$ cat config.mk
export PLATFORM = sky130hd
export DESIGN_NAME = dmem_ctrl_flat
export DESIGN_NICKNAME = d
export VERILOG_FILES = /design/src/rtl/dmem_ctrl_pkg.sv /design/src/rtl/dmem_ctrl_if.sv /design/src/rtl/dmem_ctrl_lane.sv /design/src/rtl/dmem_ctrl.sv /design/src/flat_wrapper.sv
export SDC_FILE = /design/constraint.sdc
export NUM_CORES = 1
export LEC_CHECK = 0
export BUFFER_PORTS_ARGS = -buffer_cell sky130_fd_sc_hd__clkbuf_2
export CAP_MARGIN = 0
export CORE_MARGIN = 2
export CORE_UTILIZATION = 49
export DETAILED_ROUTE_END_ITERATION = 10
export HOLD_SLACK_MARGIN = 0.05
export PLACE_DENSITY = 0.88
export SKIP_LAST_GASP = 1
export SYNTH_ARGS = -nofsm -noshare
export SYNTH_HDL_FRONTEND = slang
export SYNTH_SLANG_ARGS = --single-unit
$ cat constraint.sdc
create_clock -name clk -period 4.4 [get_ports clk]
set_input_delay 0.88 -clock clk [delete_from_list [all_inputs] [get_ports clk]]
set_output_delay 0.88 -clock clk [all_outputs]
set_load 0.005 [all_outputs]
$ cat src/rtl/dmem_ctrl_pkg.sv
// Shared types and opcode constants for the data-SRAM sequencer.
// Build option: DMEM_MISALIGN_EXC_EN turns misaligned lh/lhu/sh/lw/sw into error responses.
package dmem_ctrl_pkg;

   localparam logic [5:0] OP_LB  = 6'b100000;
   localparam logic [5:0] OP_LH  = 6'b100001;
   localparam logic [5:0] OP_LW  = 6'b100011;
   localparam logic [5:0] OP_LBU = 6'b100100;
   localparam logic [5:0] OP_LHU = 6'b100101;
   localparam logic [5:0] OP_SB  = 6'b101000;
   localparam logic [5:0] OP_SH  = 6'b101001;
   localparam logic [5:0] OP_SW  = 6'b101011;

   localparam int DMEM_AW = 32;
   localparam int DMEM_DW = 32;

`ifdef DMEM_MISALIGN_EXC_EN
   localparam bit MISALIGN_EXC = 1'b1;
`else
   localparam bit MISALIGN_EXC = 1'b0;
`endif

   typedef enum logic [1:0] {S_IDLE, S_REQ, S_WAIT, S_RESP} state_t;

   typedef struct packed {
      logic [3:0]         wen;
      logic [DMEM_DW-1:0] wdata;
      logic [DMEM_DW-1:0] rdata;
      logic               err;
   } lane_t;

endpackage

$ cat src/rtl/dmem_ctrl_if.sv
// EX request / response and SRAM port bundle for dmem_ctrl.
interface dmem_ctrl_if;
   import dmem_ctrl_pkg::*;

   logic               req_valid;
   logic [5:0]         req_op;
   logic [DMEM_AW-1:0] req_addr;
   logic [DMEM_DW-1:0] req_wdata;
   logic               req_ready;
   logic               sram_en;
   logic [3:0]         sram_wen;
   logic [DMEM_AW-1:0] sram_addr;
   logic [DMEM_DW-1:0] sram_wdata;
   logic [DMEM_DW-1:0] sram_rdata;
   logic               sram_ack;
   logic               resp_valid;
   logic [DMEM_DW-1:0] resp_rdata;
   logic               resp_err;
   logic               stallreq;

   modport slave (
      input  req_valid, req_op, req_addr, req_wdata, sram_rdata, sram_ack,
      output req_ready, sram_en, sram_wen, sram_addr, sram_wdata,
             resp_valid, resp_rdata, resp_err, stallreq
   );

   modport master (
      output req_valid, req_op, req_addr, req_wdata, sram_rdata, sram_ack,
      input  req_ready, sram_en, sram_wen, sram_addr, sram_wdata,
             resp_valid, resp_rdata, resp_err, stallreq
   );

endinterface

$ cat src/rtl/dmem_ctrl_lane.sv
// Combinational lane logic: store byte enables / replication, load extraction
// and extension, and the reject decision (illegal op, optional misalignment).
module dmem_lane
   import dmem_ctrl_pkg::*;
(
   input  logic [5:0]         i_op,
   input  logic [1:0]         i_addr_lo,
   input  logic [DMEM_DW-1:0] i_wdata,
   input  logic [DMEM_DW-1:0] i_rdata,
   output lane_t              o_lane
);

   logic [7:0]  w_byte;
   logic [15:0] w_half;
   logic        w_illegal;
   logic        w_misal;

   always_comb begin
      case (i_addr_lo)
         2'd0:    w_byte = i_rdata[7:0];
         2'd1:    w_byte = i_rdata[15:8];
         2'd2:    w_byte = i_rdata[23:16];
         default: w_byte = i_rdata[31:24];
      endcase
      w_half = i_addr_lo[1] ? i_rdata[31:16] : i_rdata[15:0];
   end

   always_comb begin
      o_lane    = '0;
      w_illegal = 1'b0;
      w_misal   = 1'b0;
      case (i_op)
         OP_LB:  o_lane.rdata = {{24{w_byte[7]}}, w_byte};
         OP_LBU: o_lane.rdata = {24'd0, w_byte};
         OP_LH: begin
            o_lane.rdata = {{16{w_half[15]}}, w_half};
            w_misal      = i_addr_lo[0];
         end
         OP_LHU: begin
            o_lane.rdata = {16'd0, w_half};
            w_misal      = i_addr_lo[0];
         end
         OP_LW: begin
            o_lane.rdata = i_rdata;
            w_misal      = |i_addr_lo;
         end
         OP_SB: begin
            o_lane.wen   = 4'b0001 << i_addr_lo;
            o_lane.wdata = {4{i_wdata[7:0]}};
         end
         OP_SH: begin
            o_lane.wen   = i_addr_lo[1] ? 4'b1100 : 4'b0011;
            o_lane.wdata = {2{i_wdata[15:0]}};
            w_misal      = i_addr_lo[0];
         end
         OP_SW: begin
            o_lane.wen   = 4'b1111;
            o_lane.wdata = i_wdata;
            w_misal      = |i_addr_lo;
         end
         default: w_illegal = 1'b1;
      endcase
      // Without the exception build, misaligned low bits simply align the access down.
      o_lane.err = w_illegal | (w_misal & MISALIGN_EXC);
   end

endmodule

$ cat src/rtl/dmem_ctrl.sv
// Data-SRAM access sequencer: IDLE -> REQ -> WAIT -> RESP with ack timeout.
// Build option: DMEM_MISALIGN_EXC_EN (see dmem_ctrl_pkg).
module dmem_ctrl
   import dmem_ctrl_pkg::*;
#(
   parameter int MAX_WAIT = 15
) (
   input  logic       clk,
   input  logic       rst,
   dmem_ctrl_if.slave bus
);

   localparam logic [7:0] MAX_W = 8'(MAX_WAIT);

   state_t             r_state;
   logic [7:0]         r_cnt;
   logic [5:0]         r_op;
   logic [1:0]         r_alo;
   logic               r_req_ready;
   logic               r_sram_en;
   logic [3:0]         r_sram_wen;
   logic [DMEM_AW-1:0] r_sram_addr;
   logic [DMEM_DW-1:0] r_sram_wdata;
   logic               r_resp_valid;
   logic [DMEM_DW-1:0] r_resp_rdata;
   logic               r_resp_err;

   logic               w_idle;
   logic [5:0]         w_op;
   logic [1:0]         w_alo;
   logic [7:0]         w_cnt_inc;
   lane_t              w_lane;

   // Lane logic sees the live request in IDLE and the latched access afterwards.
   assign w_idle    = (r_state == S_IDLE);
   assign w_op      = w_idle ? bus.req_op : r_op;
   assign w_alo     = w_idle ? bus.req_addr[1:0] : r_alo;
   assign w_cnt_inc = r_cnt + 8'd1;

   dmem_lane u_lane (
      .i_op      (w_op),
      .i_addr_lo (w_alo),
      .i_wdata   (bus.req_wdata),
      .i_rdata   (bus.sram_rdata),
      .o_lane    (w_lane)
   );

   always_ff @(posedge clk) begin
      if (rst) begin
         r_state      <= S_IDLE;
         r_cnt        <= '0;
         r_op         <= '0;
         r_alo        <= '0;
         r_req_ready  <= 1'b1;
         r_sram_en    <= 1'b0;
         r_sram_wen   <= '0;
         r_sram_addr  <= '0;
         r_sram_wdata <= '0;
         r_resp_valid <= 1'b0;
         r_resp_rdata <= '0;
         r_resp_err   <= 1'b0;
      end else begin
         r_sram_en    <= 1'b0;
         r_resp_valid <= 1'b0;
         r_resp_err   <= 1'b0;
         r_resp_rdata <= '0;
         case (r_state)
            S_IDLE: begin
               if (bus.req_valid) begin
                  r_op        <= bus.req_op;
                  r_alo       <= bus.req_addr[1:0];
                  r_req_ready <= 1'b0;
                  if (w_lane.err) begin
                     r_state      <= S_RESP;
                     r_resp_valid <= 1'b1;
                     r_resp_err   <= 1'b1;
                  end else begin
                     r_state      <= S_REQ;
                     r_sram_en    <= 1'b1;
                     r_sram_wen   <= w_lane.wen;
                     r_sram_addr  <= {bus.req_addr[31:2], 2'b00};
                     r_sram_wdata <= w_lane.wdata;
                  end
               end
            end
            S_REQ: begin
               r_state    <= S_WAIT;
               r_cnt      <= '0;
               r_sram_wen <= '0;
            end
            S_WAIT: begin
               // An ack on the timeout cycle still completes the access normally.
               if (bus.sram_ack) begin
                  r_state      <= S_RESP;
                  r_resp_valid <= 1'b1;
                  r_resp_rdata <= w_lane.rdata;
               end else if (w_cnt_inc == MAX_W) begin
                  r_state      <= S_RESP;
                  r_resp_valid <= 1'b1;
                  r_resp_err   <= 1'b1;
               end else begin
                  r_cnt <= w_cnt_inc;
               end
            end
            S_RESP: begin
               r_state     <= S_IDLE;
               r_req_ready <= 1'b1;
            end
            default: r_state <= S_IDLE;
         endcase
      end
   end

   assign bus.req_ready  = r_req_ready;
   assign bus.sram_en    = r_sram_en;
   assign bus.sram_wen   = r_sram_wen;
   assign bus.sram_addr  = r_sram_addr;
   assign bus.sram_wdata = r_sram_wdata;
   assign bus.resp_valid = r_resp_valid;
   assign bus.resp_rdata = r_resp_rdata;
   assign bus.resp_err   = r_resp_err;
   assign bus.stallreq   = (w_idle && bus.req_valid) || r_state == S_REQ || r_state == S_WAIT;

endmodule
$ cat src/flat_wrapper.sv
// flat-port wrapper written by rule: the top's interface ports become plain ports
module dmem_ctrl_flat import dmem_ctrl_pkg::*;
#(
   parameter int MAX_WAIT = 15
)
  (clk, rst, bus_req_valid, bus_req_op, bus_req_addr, bus_req_wdata, bus_sram_rdata, bus_sram_ack, bus_req_ready, bus_sram_en, bus_sram_wen, bus_sram_addr, bus_sram_wdata, bus_resp_valid, bus_resp_rdata, bus_resp_err, bus_stallreq);
  dmem_ctrl_if bus_i ();
  input  logic clk;
  input  logic rst;
  input wire logic [$bits(bus_i.req_valid)-1:0] bus_req_valid;
  input wire logic [$bits(bus_i.req_op)-1:0] bus_req_op;
  input wire logic [$bits(bus_i.req_addr)-1:0] bus_req_addr;
  input wire logic [$bits(bus_i.req_wdata)-1:0] bus_req_wdata;
  input wire logic [$bits(bus_i.sram_rdata)-1:0] bus_sram_rdata;
  input wire logic [$bits(bus_i.sram_ack)-1:0] bus_sram_ack;
  output wire logic [$bits(bus_i.req_ready)-1:0] bus_req_ready;
  output wire logic [$bits(bus_i.sram_en)-1:0] bus_sram_en;
  output wire logic [$bits(bus_i.sram_wen)-1:0] bus_sram_wen;
  output wire logic [$bits(bus_i.sram_addr)-1:0] bus_sram_addr;
  output wire logic [$bits(bus_i.sram_wdata)-1:0] bus_sram_wdata;
  output wire logic [$bits(bus_i.resp_valid)-1:0] bus_resp_valid;
  output wire logic [$bits(bus_i.resp_rdata)-1:0] bus_resp_rdata;
  output wire logic [$bits(bus_i.resp_err)-1:0] bus_resp_err;
  output wire logic [$bits(bus_i.stallreq)-1:0] bus_stallreq;
  assign bus_i.req_valid = bus_req_valid;
  assign bus_i.req_op = bus_req_op;
  assign bus_i.req_addr = bus_req_addr;
  assign bus_i.req_wdata = bus_req_wdata;
  assign bus_i.sram_rdata = bus_sram_rdata;
  assign bus_i.sram_ack = bus_sram_ack;
  assign bus_req_ready = bus_i.req_ready;
  assign bus_sram_en = bus_i.sram_en;
  assign bus_sram_wen = bus_i.sram_wen;
  assign bus_sram_addr = bus_i.sram_addr;
  assign bus_sram_wdata = bus_i.sram_wdata;
  assign bus_resp_valid = bus_i.resp_valid;
  assign bus_resp_rdata = bus_i.resp_rdata;
  assign bus_resp_err = bus_i.resp_err;
  assign bus_stallreq = bus_i.stallreq;
  dmem_ctrl #(.MAX_WAIT(MAX_WAIT)) u_core (.clk(clk), .rst(rst), .bus(bus_i));
endmodule
==> results of run 1 <==
==> final cells by class <==
class,count,area (um^2),share of cell area [%]
multi-input combinational,454,2630,38.0
sequential,120,2400,34.7
clock buffer,18,418,6.04
inverter,6,22.5,0.325
tap,136,170,2.46
timing repair buffer,215,1090,15.8
clock inverter,14,186,2.69
==> worst min-delay path: stages, from the launching register on <==
cell and delay, ps:
dfxtp_1 300, nand2_1 50, a21oi_1 50
==> kinds of logic (layout without fill, tap and decap cells) <==
| family | count (synthesis) | in the layout | share of synthesized area (%) |
|---|---|---|---|
| multiplexers | 15 | 15 | 4.85 |
| AO/OA/AOI/OAI | 189 | 189 | 22.4 |
| buffers and inverters | 49 | 253 | 4.38 |
| XOR/XNOR | 3 | 3 | 0.500 |
| flip-flops | 120 | 120 | 45.7 |
| AND/OR/NAND/NOR | 239 | 239 | 20.7 |
| other | 1 | 2 | 0.0713 |
| adder cells (fa/ha/maj) | 6 | 6 | 1.43 |
==> sequential cells by signal, indices dropped and copies added, names as in the netlist, 2 cells and up <==
name / count
u_core.bus.resp_rdata: 32
u_core.bus.sram_wdata: 32
u_core.bus.sram_addr: 30
u_core.r_cnt: 8
u_core.r_op: 6
u_core.bus.sram_wen: 4
u_core.r_alo: 2
u_core.r_state: 2
==> layer usage <==
metal / wire (um) / GRT usage [%] / share of wire (%)
met1: 6420 / 32.7 / 40
met2: 7830 / 48.0 / 48
met3: 1390 / 6.42 / 8.6
met4: 504 / 12.0 / 3.1
met5: 0 / 0 / 0
==> report_power, final <==
| part | total [mW] | switching [mW] | leakage (nW) | internal (mW) |
|---|---|---|---|---|
| logic | 0.811 | 0.495 | 1.84 | 0.316 |
| registers | 1.21 | 0.0485 | 0.971 | 1.16 |
| clock network | 1.42 | 0.542 | 0.290 | 0.879 |
| total | 3.44 | 1.09 | 3.10 | 2.36 |
==> how the worst max path moves through the flow <==
stage | cells after the start | end | slack, ps | start
6_report | 8 | u_core.bus.resp_rdata[12] | 980 | u_core.r_state[0]
5_1_grt | 8 | u_core.bus.resp_rdata[10] | 660 | u_core.r_state[1]
4_1_cts | 8 | u_core.bus.resp_rdata[10] | 1010 | u_core.r_state[0]
3_5_place_dp | 8 | u_core.bus.resp_rdata[11] | 1020 | u_core.r_state[0]
3_3_place_gp | 8 | u_core.bus.resp_rdata[12] | 1150 | u_core.r_state[0]
2_1_floorplan | 7 | bus_stallreq | 1930 | u_core.r_state[0]
==> cells in the final DEF (no fill, tap or decap), types with 6 or more instances in the layout <==
cell,count
o21ai_0,31
buf_4,7
inv_6,6
nand3b_1,6
nor3_1,16
a221oi_1,9
a22oi_1,12
nand3_1,9
clkbuf_16,16
a22o_1,8
nand2b_1,7
inv_1,6
ha_1,6
dfxtp_1,120
clkbuf_2,208
nand2_1,141
a21oi_1,97
and3_1,12
nor2_1,25
==> impl_metrics.yaml, run 1 <==
detailed_routing:
  drt_iter0_markers: 379
  antenna_left: 0
  wirelength_mm: 16.1
  vias_per_cell: 5.68
  wire_per_inst_um: 16.8
  drc_errors: 0
  vias: 5471
  dr.pass1.iters: 5
floorplan:
  core.rowCount: 37
  die_h_um: 108
  io_pins: 211
  die_x_um: 108
  core_area_um2: 10400
  start_util_pct: 50.7
  die-area_um2: 11600
cells_and_area:
  fillers: 891
  fin_nets: 926
  fin_cells: 963
  area_growth_pct: 31.6
  diodes: 0
  layout-drive-gt1-share_pct: 31.9
  post-route-util_pct: 66.8
  fin_area_um2: 6920
logic_synthesis:
  synth_area_per_cell_um2: 8.46
  yosysUniqueCellTypes: 63
  syn-instance-count: 622
  yosysWarnings: 0
  synth.most_common_cell: "nand2_1"
  synthTopCellsByArea: "dfxtp_1 46%, nand2_1 10%, a21oi_1 9.2%, o21ai_0 2.9%, nor2_1 1.8%"
  synth-edff-count: 0
  yosys.area.top_type_share_pct: 45.7
  synth_common_cells: "141 x nand2_1, 120 x dfxtp_1, 97 x a21oi_1"
  synthFlopType: "dfxtp_1"
  yosysTopAreaCell: "dfxtp_1"
  ys_ff_latch: 120
  async_flop_share_pct: 0
  yosysSeqAreaShare_pct: 45.7
  netlist_area_um2: 5260
worst_setup_path:
  worst-path-max-fanout: 25
  reg2regPathDepth: 8
  crit_family: "simple AND/OR/NAND/NOR gates"
  r2r-end: "u_core.bus.resp_rdata[12]"
  worst_setup_path_start_kind: "flop"
  worst_path_largest_cell_delay_ps: 730
  critical_path_required_ps: 4850
  slowest_stage: "ha_1"
  critPathBufInv: 1
  endpoint_kind: "flop"
  critPathKind: "reg -> reg"
  arrival_ps: 3870
  path_cells: "inv_1, ha_1, mux2_2, o311ai_1, nand3b_1, nor2b_1, a22oi_1, nand2_1"
  r2r_slack_ps: 980
  rr_startpoint: "u_core.r_state[0]"
power_and_ir_drop:
  ir_drop_mv: 0.330
  power_density_nw_per_um2: 497
  finalPower_mw: 3.44
  cellLeakagePower_nw: 3.10
run_status:
  outcome: "finished, final reports clean"
sta:
  fmax_mhz: 292
  finalCritPeriodShare_pct: 77.8
  worst_clock_skew_ps: 9.99
  finalSetupViolations: 0
  worst_slack_ps: 977
  rsz0062_at_grt: "false"
  fin_tns_setup_ps: 0
  hold_viol_final: 0
  finalMaxSlewViolations: 0
  maxSlewHeadroom_pct: 41.1
  hold_ws_ps: 453
  fin_crit_ps: 3420
  worstMarginPinSlew_ps: 866
clock_network:
  ctsHoldBuffers: 0
  cts_buffers: 17
  cts.sinks: 120
  path_clk_slew_ps: 60
  ctsRootBufferMaster: "clkbuf_8"
  htree_num_levels: 4
  postCtsResizedCells: 0
  cts_setup_buffers: 0
  cts_tree: "yes"
  cts-root-to-sink-buffers: 2
  clock_latency_ps: 510
global_routing:
  grt_pass1_vias: 5099
  grt_pass1_wl_mm: 25.3
  grt_max_degree: 64
  grt_usage_pct: 27.7
  overflow: 0
  antenna_found_initial: 0
min_path:
  min_path_cells: 2
  holdPathEnd: "u_core.bus.sram_addr[18]"
  min_path_type: "reg -> reg"
  hp-start: "u_core.bus.sram_addr[18]"
place:
  placed_area_um2: 6320
  dp_hpwl_mm: 11.7
  globalplace.congestion: 0.870
  io_buffers: 208
  place_inst: 931
  post-place-ws_ps: 1020
run:
  drv_cap: 0
Note: power is estimated with default switching activity, not from simulation.
==> inputs of run 2 (changes only) <==
clock period = 3.3 ns   (was 4.4 ns; I/O delays follow)
==> run 2 against run 1 <==
Combinational power up 38%. Clock power rose by 39%. Via count increased by 0.29%. Die area unchanged.
==> impl_metrics.yaml, run 2 (same netlist as run 1, synthesis figures left out) <==
run_status:
  outcome: "finished, final reports clean"
power_and_ir_drop:
  clockPowerShare_pct: 41.9
  finalPower_mw: 4.71
  combPwrFrac_pct: 23.8
  internal-power_mw: 3.27
  power_density_nw_per_um2: 671
  seqPwrFrac_pct: 34.3
  swShare_pct: 30.5
  cellLeakagePower_nw: 3.14
  ir_drop_mv: 0.325
  p_switching_mw: 1.43
sta:
  worstMarginPinSlew_ps: 616
  rsz0062_at_grt: "false"
  finalCritPeriodShare_pct: 89.6
  fmax_mhz: 338
  fin_tns_setup_ps: 0
  finalSetupViolations: 0
  maxSlewHeadroom_pct: 58.9
  worst_slack_ps: 344
  fin_crit_ps: 2960
  finalMaxSlewViolations: 0
  hold_viol_final: 0
  worst_clock_skew_ps: 7.67
cells_and_area:
  post-route-util_pct: 67.6
  fin_nets: 932
  layout-drive-gt1-share_pct: 32.5
  area_growth_pct: 33.3
  layout_commonest_cell: "clkbuf_2"
  final_cell_mix: "208 x clkbuf_2, 141 x nand2_1, 120 x dfxtp_1"
  diodes: 0
worst_setup_path:
  r2r_slack_ps: 340
  slowest_stage: "ha_1"
  path_cells: "inv_1, ha_1, buf_4, mux2i_1, buf_4, nand2_1, a21oi_2, nor2b_1, a22oi_1, nand2_1"
  critPathBufInv: 3
  r2r-end: "u_core.bus.resp_rdata[11]"
  endpoint_kind: "flop"
  worst_setup_path_start_kind: "flop"
  reg2regPathDepth: 10
  setup.worst_path.start: "u_core.r_state[0]"
  crit_family: "simple AND/OR/NAND/NOR gates"
  critPathKind: "reg -> reg"
  rr_startpoint: "u_core.r_state[0]"
  critical_path_required_ps: 3750
  arrival_ps: 3410
  worst-path-max-fanout: 17
  worst_path_largest_cell_delay_ps: 560
clock_network:
  cts.sinks: 120
  cts_tree: "yes"
  ctsHoldBuffers: 0
  postCtsResizedCells: 0
  cts_setup_buffers: 0
  htree_num_levels: 4
  ctsRootBufferMaster: "clkbuf_8"
  cts-root-to-sink-buffers: 2
  path_clk_slew_ps: 60
  cts_buffers: 17
  clock_latency_ps: 520
floorplan:
  core.rowCount: 37
  io_pins: 211
  core_area_um2: 10400
  die_x_um: 108
  die_h_um: 108
  die-area_um2: 11600
  start_util_pct: 50.7
detailed_routing:
  vias_per_cell: 5.66
  antenna_left: 0
  drt_iter0_markers: 473
  wirelength_mm: 16.2
  wire_per_inst_um: 16.7
  dr.pass1.iters: 5
  vias: 5487
  drc_errors: 0
min_path:
  min_path_cells: 3
  min_path_type: "in -> reg"
  holdPathEnd: "u_core.bus.sram_addr[17]"
  hp-start: "bus_req_addr[17]"
run:
  drv_cap: 0
global_routing:
  overflow: 0
  grt_max_degree: 64
  grt_usage_pct: 27.9
  antenna_found_initial: 0
  grt_pass1_wl_mm: 25.1
  grt_pass1_vias: 5059
place:
  io_buffers: 208
  post-place-ws_ps: 435
  globalplace.congestion: 0.932
  dp_hpwl_mm: 11.6
==> run 2: cell count changes in the layout (fill, tap and decap cells not counted) <==
cell / change
clkinv_2: +1
clkbuf_8: +2
clkbuf_1: -1
buf_4: +5
bufinv_16: +1
inv_8: -1
buf_12: +1
clkinv_4: +2
inv_6: -4
==> run 2: area by class of cell <==
type	count	area (um^2)
Fill cell	874	3360
Multi-Input combinational cell	454	2630
Sequential cell	120	2400
Timing Repair Buffer	221	1150
Clock buffer	19	442
Clock inverter	13	193
Tap cell	136	170
Inverter	6	22.5
==> run 2: power by group through the flow <==
stage          sequential (mW)  combinational [mW]  clock (mW)
5_1_grt                   1.63                1.23        2.06
3_3_place_gp              1.64                1.07           0
6_report                  1.62                1.12        1.97
4_1_cts                   1.61                1.10        2.00
2_1_floorplan             1.64               0.754           0
3_5_place_dp              1.64                1.09           0
==> run 2: worst max-delay path by stage <==
stage	endpoint	slack [ps]	cells past startpoint
finish	u_core.bus.resp_rdata[11]	340	10
global route	u_core.bus.resp_rdata[13]	150	10
CTS	bus_stallreq	390	5
detailed placement	u_core.bus.resp_rdata[11]	430	10
global placement	u_core.bus.resp_rdata[8]	560	10
floorplan	u_core.bus.resp_rdata[0]	960	7
==> run 2: worst register-to-register path, stage by stage, from the launching register on <==
cell and delay, ps:
dfxtp_1 330, inv_1 110, ha_1 560, buf_4 280, mux2i_1 200, buf_4 160
nand2_1 90, a21oi_2 420, nor2b_1 480, a22oi_1 170, nand2_1 110
==> run 2: layer usage <==
metal	up-vias	wire length, um	global-route usage (%)
li1	2595	-	-
met1	2527	6140	32.7
met5	-	0	0
met3	46	1530	6.96
met4	0	543	14.6
met2	319	8010	47.0
==> run 2: metrics by stage <==
stage | area (um^2) | cells | hold slack (ps)
after floorplan | 5260 | 623 | 436
after global placement | 6380 | 937 | 441
after detailed placement | 6380 | 937 | 446
after CTS | 7010 | 969 | 335
after global routing | 7010 | 969 | 348
final | 7010 | 969 | 360
